<file path="src/rtl/mac_op_sequencer.sv">
// Control sequencer for the MAC datapath: owns the config word, admits operand beats,
// marks accumulation boundaries and tracks in-flight beats so that config only changes on a drained pipe.

module mac_pipe_stage (
    input  logic clk,
    input  logic rst,
    input  logic adv,
    input  logic vld_in,
    input  logic last_in,
    output logic vld,
    output logic last
);

    always_ff @(posedge clk) begin
        if (rst) begin
            vld  <= 1'b0;
            last <= 1'b0;
        end else if (adv) begin
            vld  <= vld_in;
            last <= last_in;
        end
    end

endmodule

module mac_op_sequencer #(
    parameter int MAC_CONF_WIDTH = 4,
    parameter int MAC_PIPE_DEPTH = 3
) (
    input  logic                      clk,
    input  logic                      rst,
    input  logic                      en,
    input  logic [MAC_CONF_WIDTH-1:0] cfg_in,
    input  logic                      cfg_valid,
    output logic                      cfg_ready,
    input  logic                      op_valid,
    input  logic                      op_last,
    output logic                      op_ready,
    output logic [MAC_CONF_WIDTH-1:0] dp_cfg,
    output logic                      dp_en,
    output logic                      dp_acc_clr,
    output logic                      res_valid,
    input  logic                      res_ready,
    output logic                      busy
);

    typedef enum logic [1:0] {IDLE, RUN, DRAIN} state_t;

    state_t                    state, state_nxt;
    logic [MAC_PIPE_DEPTH-1:0] vld_pipe, last_pipe;
    logic                      first;
    logic                      stall;
    logic                      pipe_empty;
    logic                      op_fire;
    logic                      cfg_fire;

    assign res_valid  = vld_pipe[MAC_PIPE_DEPTH-1] & last_pipe[MAC_PIPE_DEPTH-1];
    assign stall      = res_valid & ~res_ready;
    assign dp_en      = en & ~stall;
    assign pipe_empty = (vld_pipe == '0);
    assign op_fire    = op_valid & op_ready;
    assign cfg_fire   = cfg_valid & cfg_ready;
    assign dp_acc_clr = op_fire & first;
    assign busy       = (state != IDLE) | ~pipe_empty;

    // Handshake readies and next state; en gates every transition so en=0 freezes the FSM.
    always_comb begin
        state_nxt = state;
        cfg_ready = 1'b0;
        op_ready  = 1'b0;
        case (state)
            IDLE: begin
                cfg_ready = en;
                if (en && cfg_valid) state_nxt = RUN;
            end
            RUN: begin
                op_ready = en & ~stall & ~(cfg_valid & first);
                // A pending config wins over new beats, but only at a boundary.
                if (en && cfg_valid && first) state_nxt = DRAIN;
            end
            DRAIN: begin
                cfg_ready = en & pipe_empty;
                if (en && pipe_empty) state_nxt = RUN;
            end
            default: state_nxt = IDLE;
        endcase
    end

    always_ff @(posedge clk) begin
        if (rst) state <= IDLE;
        else     state <= state_nxt;
    end

    always_ff @(posedge clk) begin
        if (rst)           dp_cfg <= '0;
        else if (cfg_fire) dp_cfg <= cfg_in;
    end

    always_ff @(posedge clk) begin
        if (rst)          first <= 1'b1;
        else if (op_fire) first <= op_last;
    end

    // Beat tracker: one stage per enabled cycle of datapath latency.
    genvar s;
    generate
        for (s = 0; s < MAC_PIPE_DEPTH; s++) begin : g_stage
            logic vld_in, last_in;
            if (s == 0) begin : g_head
                assign vld_in  = op_fire;
                assign last_in = op_fire & op_last;
            end else begin : g_body
                assign vld_in  = vld_pipe[s-1];
                assign last_in = last_pipe[s-1];
            end
            mac_pipe_stage u_stage (
                .clk     (clk),
                .rst     (rst),
                .adv     (dp_en),
                .vld_in  (vld_in),
                .last_in (last_in),
                .vld     (vld_pipe[s]),
                .last    (last_pipe[s])
            );
        end
    endgenerate

endmodule

</file>
<file path="config.mk">
export PLATFORM = sky130hd
export DESIGN_NAME = mac_op_sequencer
export DESIGN_NICKNAME = d
export VERILOG_FILES = /design/src/rtl/mac_op_sequencer.sv
export SDC_FILE = /design/constraint.sdc
export NUM_CORES = 1
export LEC_CHECK = 0
export ABC_AREA = 1
export BUFFER_PORTS_ARGS = -buffer_cell sky130_fd_sc_hd__buf_2
export CELL_PAD_IN_SITES_DETAIL_PLACEMENT = 0
export CELL_PAD_IN_SITES_GLOBAL_PLACEMENT = 2
export CORE_MARGIN = 4
export CORE_UTILIZATION = 25
export CTS_BUF_LIST = sky130_fd_sc_hd__clkbuf_4
export CTS_CLUSTER_DIAMETER = 100
export DETAILED_ROUTE_END_ITERATION = 7
export PLACE_DENSITY = 0.82
export SLEW_MARGIN = 40
export SYNTH_ARGS = -nofsm -noshare
export SYNTH_HDL_FRONTEND = slang
export SYNTH_SLANG_ARGS = --single-unit
</file>
<file path="constraint.sdc">
create_clock -name clk -period 1.35 [get_ports clk]
set_clock_uncertainty 0.15 [all_clocks]
set_input_delay 0.2025 -clock clk [delete_from_list [all_inputs] [get_ports clk]]
set_output_delay 0.2025 -clock clk [all_outputs]
set_load 0.02 [all_outputs]
</file>
# --- Yosys cells after proc, flatten, opt, wreduce, memory -nomap -nowiden ---
# Index checks and enable logic that the tools add are counted.
totals:
  wordCells: 42
  reg_bits: 13
  output_inout_bits: 10
classes:
  n_reduce_logical: 7
  n_mux: 6
  bitwise_logic: 15
  eq_ne: 5
op_table:
  columns: ["operator", "count"]
  rows:
  - ["$and A1 B1 Y1", 10]
  - ["$mux W2", 3]
  - ["$ne A2 B2 Y1 const B", 3]
  - ["$pmux W2 S3", 1]
  - ["$not A1 Y1", 4]
  - ["$logic_and A1 B1 Y1", 3]
  - ["$logic_not A3 Y1", 1]
  - ["$reduce_and A3 Y1", 1]
  - ["$eq A2 B1 Y1 const B", 1]
  - ["$eq A2 B2 Y1 const B", 1]
  - ["$logic_not A2 Y1", 1]
  - ["$pmux W1 S2", 1]
  - ["$reduce_bool A2 Y1", 1]
  - ["$mux W1", 1]
  - ["$or A1 B1 Y1", 1]

# --- Logic depth before layout (Yosys ltp) ---
# Gate-level depths: netlist (run 1).
depth:
  depth_word: 8
  mapped_depth: 7

# --- Modules after synthesis ---
# Synthesis (run 1) repeated with hierarchy kept, for this count alone.
hier_totals:
  hier_cells: 115
  hier_area_um2: 689.4
modules_own_cells:
  columns: ["module", "area_each_um2", "n_inst", "cells_each", "seq_area_each_um2"]
  rows:
  - ["mac_op_sequencer", 445.4, 1, 76, 140.1]
  - ["mac_pipe_stage", 81.3, 3, 13, 40.0]

# --- Worst setup path before layout (run 1) ---
# Ideal clock, no wire load.
synth_timing:
  path_type: "reg-to-output"
  from: "reg g_stage[2].u_stage.vld"
  to: "out op_ready"
  n_path_buf: 0
  arrival_time_ns: 1.173
  stages_incl_launch_ff: 6
  required_ns: 0.998
  slack_ns: -0.175
  cell_sequence: "dfxtp_1 > nand2_1 > nor2_2 > nor2_4 > inv_2 > nor3_1"
synth_via:
  elab_chain_cells: 6
synth_lines:
  columns: ["element", "line_no", "text"]
  rows:
  - ["start, declared", "10", "output logic vld,"]
  - ["start signal, assigned", "19", "vld <= vld_in;"]
  - ["$and A1 B1 Y1", "57", "assign res_valid = vld_pipe[MAC_PIPE_DEPTH-1] & last_pipe[MAC_PIPE_DEPTH-1];"]
  - ["$and A1 B1 Y1", "58", "assign stall = res_valid & ~res_ready;"]
  - ["$not A1 Y1", null, null]
  - ["$and A1 B1 Y1", null, null]
  - ["net dp_en", "40", "output logic dp_en,"]
  - ["$and A1 B1 Y1", "77", "op_ready = en & ~stall & ~(cfg_valid & first);"]
  - ["$mux W1", "71", "case (state)"]
  - ["end, declared", "38", "output logic op_ready,"]
# The timed path passes the listed nets, and every way through them passes these cells.

# --- Worst setup path in the final report (run 1) ---
layout_timing:
  from: "reg state[1]"
  to: "out op_ready"
layout_via:
  elab_chain_cells: 2
layout_lines:
  columns: ["element", "line_no", "text"]
  rows:
  - ["start, declared", "49", "state_t state, state_nxt;"]
  - ["start signal, assigned", "91", "else state <= state_nxt;"]
  - ["$eq A2 B1 Y1", "71", null]
  - ["$mux W1", "71", null]
# Every way passes these cells.

==> impl_metrics.toml, run 1 <==
[outcome]
status = "finished, violations left"
violations = "setup timing"

[grt]
antenna_found_initial = 0
grt_start_max_net_pins = 9
grt_pass1_wl_mm = 2.58
grt_pass1_vias = 613
grtUsageTotal_pct = 10.2
grt.overflow.total = 0

[placement]
dp.cells = 143
io_buffers = 20
dp_hpwl_mm = 1.13
place_congestion = 0.751
dpl_cell_area_um2 = 783

[timing]
setup_viol = 5
holdWs_ps = 9.47
finalCriticalPeriod_ps = 1550
fmax_mhz = 646
drv_slew = 0
tightest_slew_ps = 302
max-slew-margin-rel_pct = 79.9
post-route-period-util_pct = 115
hold_violations = 0
rsz0062_at_grt = "true"
timing.final.ws_setup_ps = -199

[logic_synthesis]
synth.most_common_cell = "nand2_1"
async_flop_share_pct = 0
synthTopCellsByCount = "nand2_1 (19), nor2_1 (18), dfxtp_1 (13), inv_1 (13), o21ai_0 (6)"
synth_top_area_cell = "dfxtp_1"
ys_warn_count = 0
ys.flop_type = "dfxtp_1"
synth-seq-cells = 13
syn_area_per_cell_um2 = 6.69
synthesis.instances = 89
syn_nets = 100
yosysTopAreaCellShare_pct = 43.7
synth_edf_count = 0
synthTopCellsByArea = "dfxtp_1 (44%), nand2_1 (12%), nor2_1 (11%)"
ys_seq_area_share_pct = 43.7
syn_area_um2 = 596
ys_types = 15

[power]
combPwrFrac_pct = 24.0
p_int_mw = 0.639
clkPwrFrac_pct = 29.3
switching_share_pct = 28.6
power_mw = 0.895
powerDensity_nw_per_um2 = 903
p_sw_mw = 0.256
p_leak_nw = 0.518
ir_worst_vdd_uv = 543
sequentialPowerShare_pct = 46.7

[layout]
diodes = 0
area_growth_pct = 66.4
fin_area_um2 = 991
drive_above_1_share_pct = 48.8
final_cells = 157
fillers = 228
final_nets = 141

[worst_setup_path]
rrSetupSlack_ps = 80
path_cells = "inv_2 -> nand2_2 -> buf_4 -> nor3_2 -> buf_4"
crit_path_end_kind = "primary output"
max_stage_delay_ps = 340
cp_common_cell = "buf_4"
critPathRequiredTime_ps = 1000
cp.arrival_ps = 1200
cp_max_fo = 2
path_class = "register to primary output"
crit_slowest_cell = "dfxtp_2"
cp-start-kind = "register"

[drt]
avgRoutedWirePerCell_um = 9.84
vias = 665
drtAntennaViolNets = 0
drcViolationCount = 0
dr.first_iter.drc_count = 6
via_per_inst = 4.24
dr.pass1.iters = 4
wl_mm = 1.55

[die]
die_width_um = 56.8
io_pins = 21
core_area_um2 = 2230
dieArea_um2 = 3230
fp.dieH_um = 56.8
start_util_pct = 26.7
row_count = 17

[cts]
cts_buffer_depth = 2
h-tree-depth = 1
clock_latency_ps = 280
numCtsBuffers = 3
clock_sinks = 13
clkTransAtPathRegs_ps = 80
root_buffer = "clkbuf_4"
cts_tree = "yes"

[worst_hold_path]
hold_class = "input pin to register"

[job]
cap_violations = 0
## metrics by stage
step	TNS [ps]	setup WS, ps	util (%)
final	-785	-199	44.4
after CTS	-835	-208	41.1
after global routing	-1160	-282	44.4
after global placement	0	79.7	35.1
after floorplan	-0.278	-0.278	-
after detailed placement	0	60.2	35.1
## flip-flops by register name, indices dropped and copies added, names as in the netlist
signal / flops
dp_cfg: 4
g_stage.u_stage.last: 3
g_stage.u_stage.vld: 3
state: 2
first: 1
## layout by cell type (no fill, tap or decap), types with 3 or more instances in the layout
| cell | Yosys | layout |
|---|---|---|
| inv_2 | 2 | 3 |
| clkbuf_4 | 0 | 4 |
| inv_1 | 13 | 11 |
| nor2_4 | 1 | 4 |
| a21oi_1 | 5 | 5 |
| dfxtp_2 | 0 | 7 |
| nand2_1 | 19 | 14 |
| nor2_1 | 18 | 16 |
| dlygate4sd3_1 | 0 | 4 |
| buf_6 | 0 | 6 |
| buf_2 | 0 | 15 |
| dfxtp_1 | 13 | 6 |
| buf_4 | 0 | 11 |
| o21ai_0 | 6 | 4 |
| nand2_2 | 1 | 6 |
## worst paths after layout
path | start | end | cells after the start
worst max-delay path | state[1]$_SDFFE_PP0P_ | op_ready | 5
worst min-delay path | rst | state[1]$_SDFFE_PP0P_ | 2
worst max register to register | g_stage[2].u_stage.last$_SDFFE_PP0P_ | g_stage[2].u_stage.last$_SDFFE_PP0P_ | 8
worst min register to register | g_stage[1].u_stage.last$_SDFFE_PP0P_ | g_stage[2].u_stage.last$_SDFFE_PP0P_ | 2
## what timing repair did
action	in CTS	in global routing
buffers inserted	4	2
cloned	0	0
pin swaps	5	5
hold buffers	4	0
hold endpoints to repair	4	0
setup endpoints to repair	5	14
resized for setup	18	17
## worst max-delay path, delay by kind of cell (launching register included)
family	cells	cell delay [ps]
buf+inv	3	360
flops	1	340
simple gates	2	230
## power by group through the flow
stage                     logic (mW)  clock network [mW]  registers [mW]
after CTS                      0.193               0.272           0.417
after global placement         0.168                   0           0.422
final                          0.215               0.262           0.418
after global routing           0.237               0.293           0.421
after detailed placement       0.167                   0           0.423
after floorplan               0.0856                   0           0.436
## cell families after synthesis
logic type             count (synthesis)  synth area share, %
and+or+nand+nor                       50                 37.6
buffers and inverters                 15                 9.45
DFF                                   13                 43.7
AOI/OAI and AO/OA                     11                 9.24
## per-layer routing
metal | vias to the layer above | global-route usage, % | share of wire (%)
met4 | 0 | 4.30 | 1.1
met1 | 295 | 11.8 | 43
met5 | - | 0 | 0
met3 | 2 | 4.60 | 4.5
met2 | 13 | 16.3 | 51
li1 | 355 | - | -
## area by class of cell
cell class                      instances  area [um2]  area share [%]
Multi-Input combinational cell         61         333            33.6
Sequential cell                        13         269            27.1
Timing Repair Buffer                   36         265            26.8
Inverter                               15        58.8            5.93
Tap cell                               28        35.0            3.54
Clock buffer                            4        30.0            3.03
Note: power is estimated with default switching activity, not from simulation.
==> run 2: changes to the inputs <==
--- a/config.mk
+++ b/config.mk
@@ -14,6 +14,7 @@
 export CTS_BUF_LIST = sky130_fd_sc_hd__clkbuf_4
 export CTS_CLUSTER_DIAMETER = 100
 export DETAILED_ROUTE_END_ITERATION = 7
+export HOLD_SLACK_MARGIN = 0.15
 export PLACE_DENSITY = 0.82
 export SLEW_MARGIN = 40
 export SYNTH_ARGS = -nofsm -noshare
==> run 2 against run 1 <==
  * The run still ends with setup timing left
  * Register-to-register slack is essentially flat
  * Die area is the same
  * Worst setup slack lost 12 ps
  * Wire length grew 4.1%
  * Total power grew 0.63%
  * Utilization grew 2.2 points
  * Sequential share of layout area shrank 1.3 points
  * Sequential cell count is the same
  * Count of clock-buffer cells in the layout is the same
  * Sequential power is essentially flat
  * Maximum frequency shrank 0.75%
  * Clock power shrank 2%
  * Highest routed layer unchanged
==> impl_metrics.toml, run 2 (same netlist as run 1, synthesis figures left out) <==
[die]
fp.dieH_um = 56.8
row_count = 17
io_pins = 21
dieArea_um2 = 3230
start_util_pct = 26.7
die_width_um = 56.8
core_area_um2 = 2230

[layout]
post-route-util_pct = 46.6
diodes = 0
drive_above_1_share_pct = 48.9
final_nets = 145
area_growth_pct = 74.6
final_common_cell = "nor2_1"
fin_area_um2 = 1040
final_cells = 161
top_register = "dp_cfg"
largest_register_ffs = 4
final_cell_mix = "nor2_1 (16), nand2_1 (14), buf_2 (13), buf_4 (12), inv_1 (9)"
reg_top3 = "dp_cfg: 4 flops, g_stage.u_stage.last: 3 flops, g_stage.u_stage.vld: 3 flops"

[power]
ir_worst_vdd_uv = 547
p_leak_nw = 0.527
power_mw = 0.901
powerDensity_nw_per_um2 = 866

[cts]
clock_sinks = 13
clock_latency_ps = 270
h-tree-depth = 1
clkTransAtPathRegs_ps = 80
numCtsBuffers = 3
root_buffer = "clkbuf_4"
cts_buffer_depth = 2
cts_tree = "yes"

[worst_setup_path]
cp.arrival_ps = 1210
cp_max_fo = 4
cp_top_family = "buffers and inverters"
crit_path_end_kind = "primary output"
max_stage_delay_ps = 340
crit_slowest_cell = "dfxtp_2"
critPathRequiredTime_ps = 1000
path_buf_inv = 3
path_cells = "nand2_2 -> nor2_4 -> nor2_4 -> buf_4 -> buf_6 -> buf_6"
path_class = "register to primary output"
cp-start-kind = "register"

[placement]
dp_hpwl_mm = 1.13
post-place-ws_ps = 60.2
place_congestion = 0.751
io_buffers = 20
dpl_cell_area_um2 = 783
dp.cells = 143

[timing]
setup_viol = 5
drv_slew = 0
fmax_mhz = 641
tightest_slew_ps = 252
tns_ps = -774
timing.final.ws_setup_ps = -210
rsz0062_at_grt = "true"
max-slew-margin-rel_pct = 83.0
finalCriticalPeriod_ps = 1560
post-route-period-util_pct = 116
hold_violations = 0
holdWs_ps = 180

[grt]
grtUsageTotal_pct = 10.8
grt.overflow.total = 0
grt_pass1_vias = 639
antenna_found_initial = 0
grt_start_max_net_pins = 9
grt_pass1_wl_mm = 2.72

[drt]
drtAntennaViolNets = 0
wl_mm = 1.61
via_per_inst = 4.24
dr.first_iter.drc_count = 18
vias = 683
dr.pass1.iters = 4
avgRoutedWirePerCell_um = 9.99
drcViolationCount = 0

[outcome]
violations = "setup timing"
status = "finished, violations left"

[job]
cap_violations = 0

[worst_hold_path]
hold_class = "input pin to register"
==> run 2: cell count changes in the layout (fill, tap and decap cells not counted), sizes merged <==
cell	delta
clkinvlp	+1
dlygate4sd3	+4
buf	-1
clkbuf	+1
inv	-1
==> run 2: final timing paths <==
check                                             from                                    to  slack [ps]  cells past startpoint
hold reg to reg   g_stage[1].u_stage.last$_SDFFE_PP0P_  g_stage[2].u_stage.last$_SDFFE_PP0P_         300                      2
hold / removal                               cfg_valid                dp_cfg[3]$_SDFFE_PP0P_         180                      4
setup / recovery  g_stage[2].u_stage.last$_SDFFE_PP0P_                                 dp_en        -210                      6
setup reg to reg  g_stage[2].u_stage.last$_SDFFE_PP0P_   g_stage[1].u_stage.vld$_SDFFE_PP0P_          70                      7
==> run 2: worst min-delay path: cells and delay by family <==
kind	cells	cell delay, ps
buffers and inverters	1	130
and+or+nand+nor	3	240
==> run 2: power by group <==
group,internal (mW),total [mW],switching (mW)
sequential,0.406,0.419,0.0129
combinational,0.105,0.225,0.120
clock,0.135,0.257,0.122
total,0.646,0.901,0.255
==> run 2: final cells by class <==
class                           instances  area, um2
Tap cell                               28       35.0
Clock buffer                            4       30.0
Sequential cell                        13        269
Multi-Input combinational cell         61        333
Timing Repair Buffer                   40        310
Fill cell                             221       1190
Inverter                               15       62.6
==> run 2: timing repair <==
item	in CTS	in global routing
hold endpoints to repair	10	0
setup endpoints to repair	5	14
resized for setup	18	21
pin swaps	5	5
hold buffers	8	0
setup buffers	4	3
==> run 2: layer usage <==
metal / up-vias / track usage (%) / wire length, um
met5: - / 0 / 0
met4: 0 / 4.30 / 37
met3: 4 / 4.60 / 68
met2: 14 / 17.5 / 837
met1: 302 / 12.3 / 664
li1: 363 / - / -
==> run 3: changes to the inputs <==
--- a/config.mk
+++ b/config.mk
@@ -5,17 +5,16 @@
 export SDC_FILE = /design/constraint.sdc
 export NUM_CORES = 1
 export LEC_CHECK = 0
-export ABC_AREA = 1
 export BUFFER_PORTS_ARGS = -buffer_cell sky130_fd_sc_hd__buf_2
 export CELL_PAD_IN_SITES_DETAIL_PLACEMENT = 0
 export CELL_PAD_IN_SITES_GLOBAL_PLACEMENT = 2
 export CORE_MARGIN = 4
-export CORE_UTILIZATION = 25
+export CORE_UTILIZATION = 29
 export CTS_BUF_LIST = sky130_fd_sc_hd__clkbuf_4
 export CTS_CLUSTER_DIAMETER = 100
 export DETAILED_ROUTE_END_ITERATION = 7
 export HOLD_SLACK_MARGIN = 0.15
-export PLACE_DENSITY = 0.82
+export PLACE_DENSITY = 0.84
 export SLEW_MARGIN = 40
 export SYNTH_ARGS = -nofsm -noshare
 export SYNTH_HDL_FRONTEND = slang
==> run 3 against run 2 <==
  * The run still ends with setup timing left
  * Synthesized area down 0.42%
  * Highest routed layer unchanged
  * Largest cell class is now buffers
  * Critical path depth down 1
  * Via count down 5.3%
==> impl_metrics.toml, run 3 <==
[layout]
fillers = 191
largest_register_ffs = 4
final_common_cell = "buf_4"
post-route-util_pct = 57.5
final_nets = 126
diodes = 0
top_register = "dp_cfg"
reg_top3 = "dp_cfg: 4 flops, g_stage.u_stage.last: 3 flops, g_stage.u_stage.vld: 3 flops"
regArea_um2 = 272
fin_area_um2 = 1130
drive_above_1_share_pct = 64.9
area_growth_pct = 90.3
multi_input_area_um2 = 358
final_cell_mix = "buf_4 (15), buf_2 (14), buf_6 (14), dfxtp_1 (8)"

[cts]
clock_sinks = 13
clkTransAtPathRegs_ps = 80
cts_buffer_depth = 2
clock_latency_ps = 270
cts_tree = "yes"
root_buffer = "clkbuf_4"
numCtsBuffers = 3
h-tree-depth = 1

[drt]
drtAntennaViolNets = 0
dr.pass1.iters = 4
dr.first_iter.drc_count = 5
wl_met2_um = 881
wl_mm = 1.86
met1_length_um = 820
wl_met3_um = 112
avgRoutedWirePerCell_um = 13.2
vias = 647
drcViolationCount = 0
top_layer = "met4"
via_per_inst = 4.59

[logic_synthesis]
ys.flop_type = "dfxtp_1"
synth-seq-cells = 13
synthesis.instances = 61
yosys.area_share.simple_pct = 19.0
syn_nets = 72
synthTopCellsByArea = "dfxtp_1 (44%), mux2i_1 (6.8%), nand2_1 (5.7%)"
synth_top_area_cell = "dfxtp_1"
synth.area.mux_share_pct = 6.75
syn_area_um2 = 593
synth_top_family_by_area = "compound AO/OA/AOI/OAI gates"
syn_area_per_cell_um2 = 9.72
yosysTopAreaCellShare_pct = 43.9
ys_warn_count = 0
ys_types = 25
async_flop_share_pct = 0
synth.most_common_cell = "dfxtp_1"
synth_edf_count = 0
ys_seq_area_share_pct = 43.9
synth_xor_area_share_pct = 0
synth_compound_area_share_pct = 25.5
synthTopCellsByCount = "dfxtp_1 (13), nand2_1 (9), nor2_1 (6), a21oi_1 (5), mux2i_1 (4)"
synth_fa_ha_area_share_pct = 0

[timing]
rsz0062_at_grt = "true"
post-route-period-util_pct = 122
tightest_slew_ps = 354
hold_violations = 0
fmax_mhz = 607
setup_viol = 13
finalCriticalPeriod_ps = 1650
max-slew-margin-rel_pct = 76.3
timing.final.ws_setup_ps = -297
drv_slew = 0

[grt]
grt_pass1_vias = 668
grt_pass1_wl_mm = 2.82
grtUsageTotal_pct = 14.1
antenna_found_initial = 0
grt.overflow.total = 0
grt_start_max_net_pins = 13

[worst_setup_path]
cp_max_fo = 3
path_class = "register to register"
cp-start-kind = "register"
critPathRequiredTime_ps = 1360
cp.arrival_ps = 1660
crit_path_end_kind = "register"

[placement]
place_congestion = 0.792
dp_hpwl_mm = 1.08
dpl_cell_area_um2 = 801
io_buffers = 20

[power]
p_leak_nw = 0.511
ir_worst_vdd_uv = 468
combPwrFrac_pct = 27.6
p_int_mw = 0.669
p_sw_mw = 0.251
powerDensity_nw_per_um2 = 815
switching_share_pct = 27.3
clkPwrFrac_pct = 28.0
sequentialPowerShare_pct = 44.4

[die]
io_pins = 21
row_count = 16
die_width_um = 53.2
start_util_pct = 30.2
core_area_um2 = 1960
dieArea_um2 = 2830
fp.dieH_um = 53.2

[worst_hold_path]
hold_class = "input pin to register"

[outcome]
status = "finished, violations left"
violations = "setup timing"

[job]
cap_violations = 0
[run 3: changes by cell type after synthesis, sizes merged, moves of 2 or more]
cell	delta
nor2	-16
nand2	-11
inv	-9
o21ai	-5
mux2i	+4
nand3	-3
a2111oi	+2
o221a	+2
[run 3: metrics by stage]
stage               power (mW)  hold WS [ps]  TNS (ps)  worst slack [ps]  std cells
floorplan                0.506           200         0              17.4         61
global placement         0.575           286      -192             -84.6        117
detailed placement       0.576           293      -215             -80.3        117
CTS                      0.918           147     -2010              -308        137
global route             0.972           158     -3200              -365        141
finish                   0.920           167     -2300              -297        141
[run 3: final cells by class]
cell class                      count  area share (%)
Inverter                            6            2.22
Multi-Input combinational cell     41            31.7
Clock buffer                        4            2.66
Tap cell                           27            2.99
Sequential cell                    13            24.1
Timing Repair Buffer               50            36.4
[run 3: timing repair]
action                                  4_1_cts  5_1_grt
pin swaps                                     8        4
endpoints found under the setup margin       12       16
buffers inserted                              9        4
hold buffers                                  7        0
gates resized for setup                      29       11
endpoints found under the hold margin         9        0
[run 3: final timing paths]
kind	from	to	slack [ps]	cells past startpoint
setup / recovery	state[1]$_SDFFE_PP0P_	first$_SDFFE_PP1P_	-300	5
hold / removal	en	state[0]$_SDFFE_PP0P_	170	3
setup reg to reg	state[1]$_SDFFE_PP0P_	first$_SDFFE_PP1P_	-300	5
hold reg to reg	g_stage[0].u_stage.last$_SDFFE_PP0P_	g_stage[1].u_stage.last$_SDFFE_PP0P_	300	2
[run 3: power groups by stage]
stage | clock network, mW | logic [mW] | registers (mW)
5_1_grt | 0.288 | 0.272 | 0.412
2_1_floorplan | 0 | 0.0827 | 0.424
3_5_place_dp | 0 | 0.159 | 0.417
3_3_place_gp | 0 | 0.158 | 0.417
6_report | 0.257 | 0.254 | 0.409
4_1_cts | 0.274 | 0.234 | 0.409
[run 3: logic make-up (layout without fill, tap and decap cells)]
family / count (synthesis) / in the layout
buf+inv: 7 / 60
mux: 4 / 4
flops: 13 / 13
compound gates: 15 / 15
simple gates: 22 / 22
[run 3: layer usage]
layer	vias up	track usage (%)
met2	20	21.8
met3	6	4.51
met5	-	0
li1	320	-
met4	0	8.51
met1	301	16.6
[run 3: worst max-delay path, cell delays in order, from the launching register on]
cell and delay [ps]:
dfxtp_4 370, a211oi_4 240, nand3_2 140, buf_4 160, buf_4 130, a221o_1 340
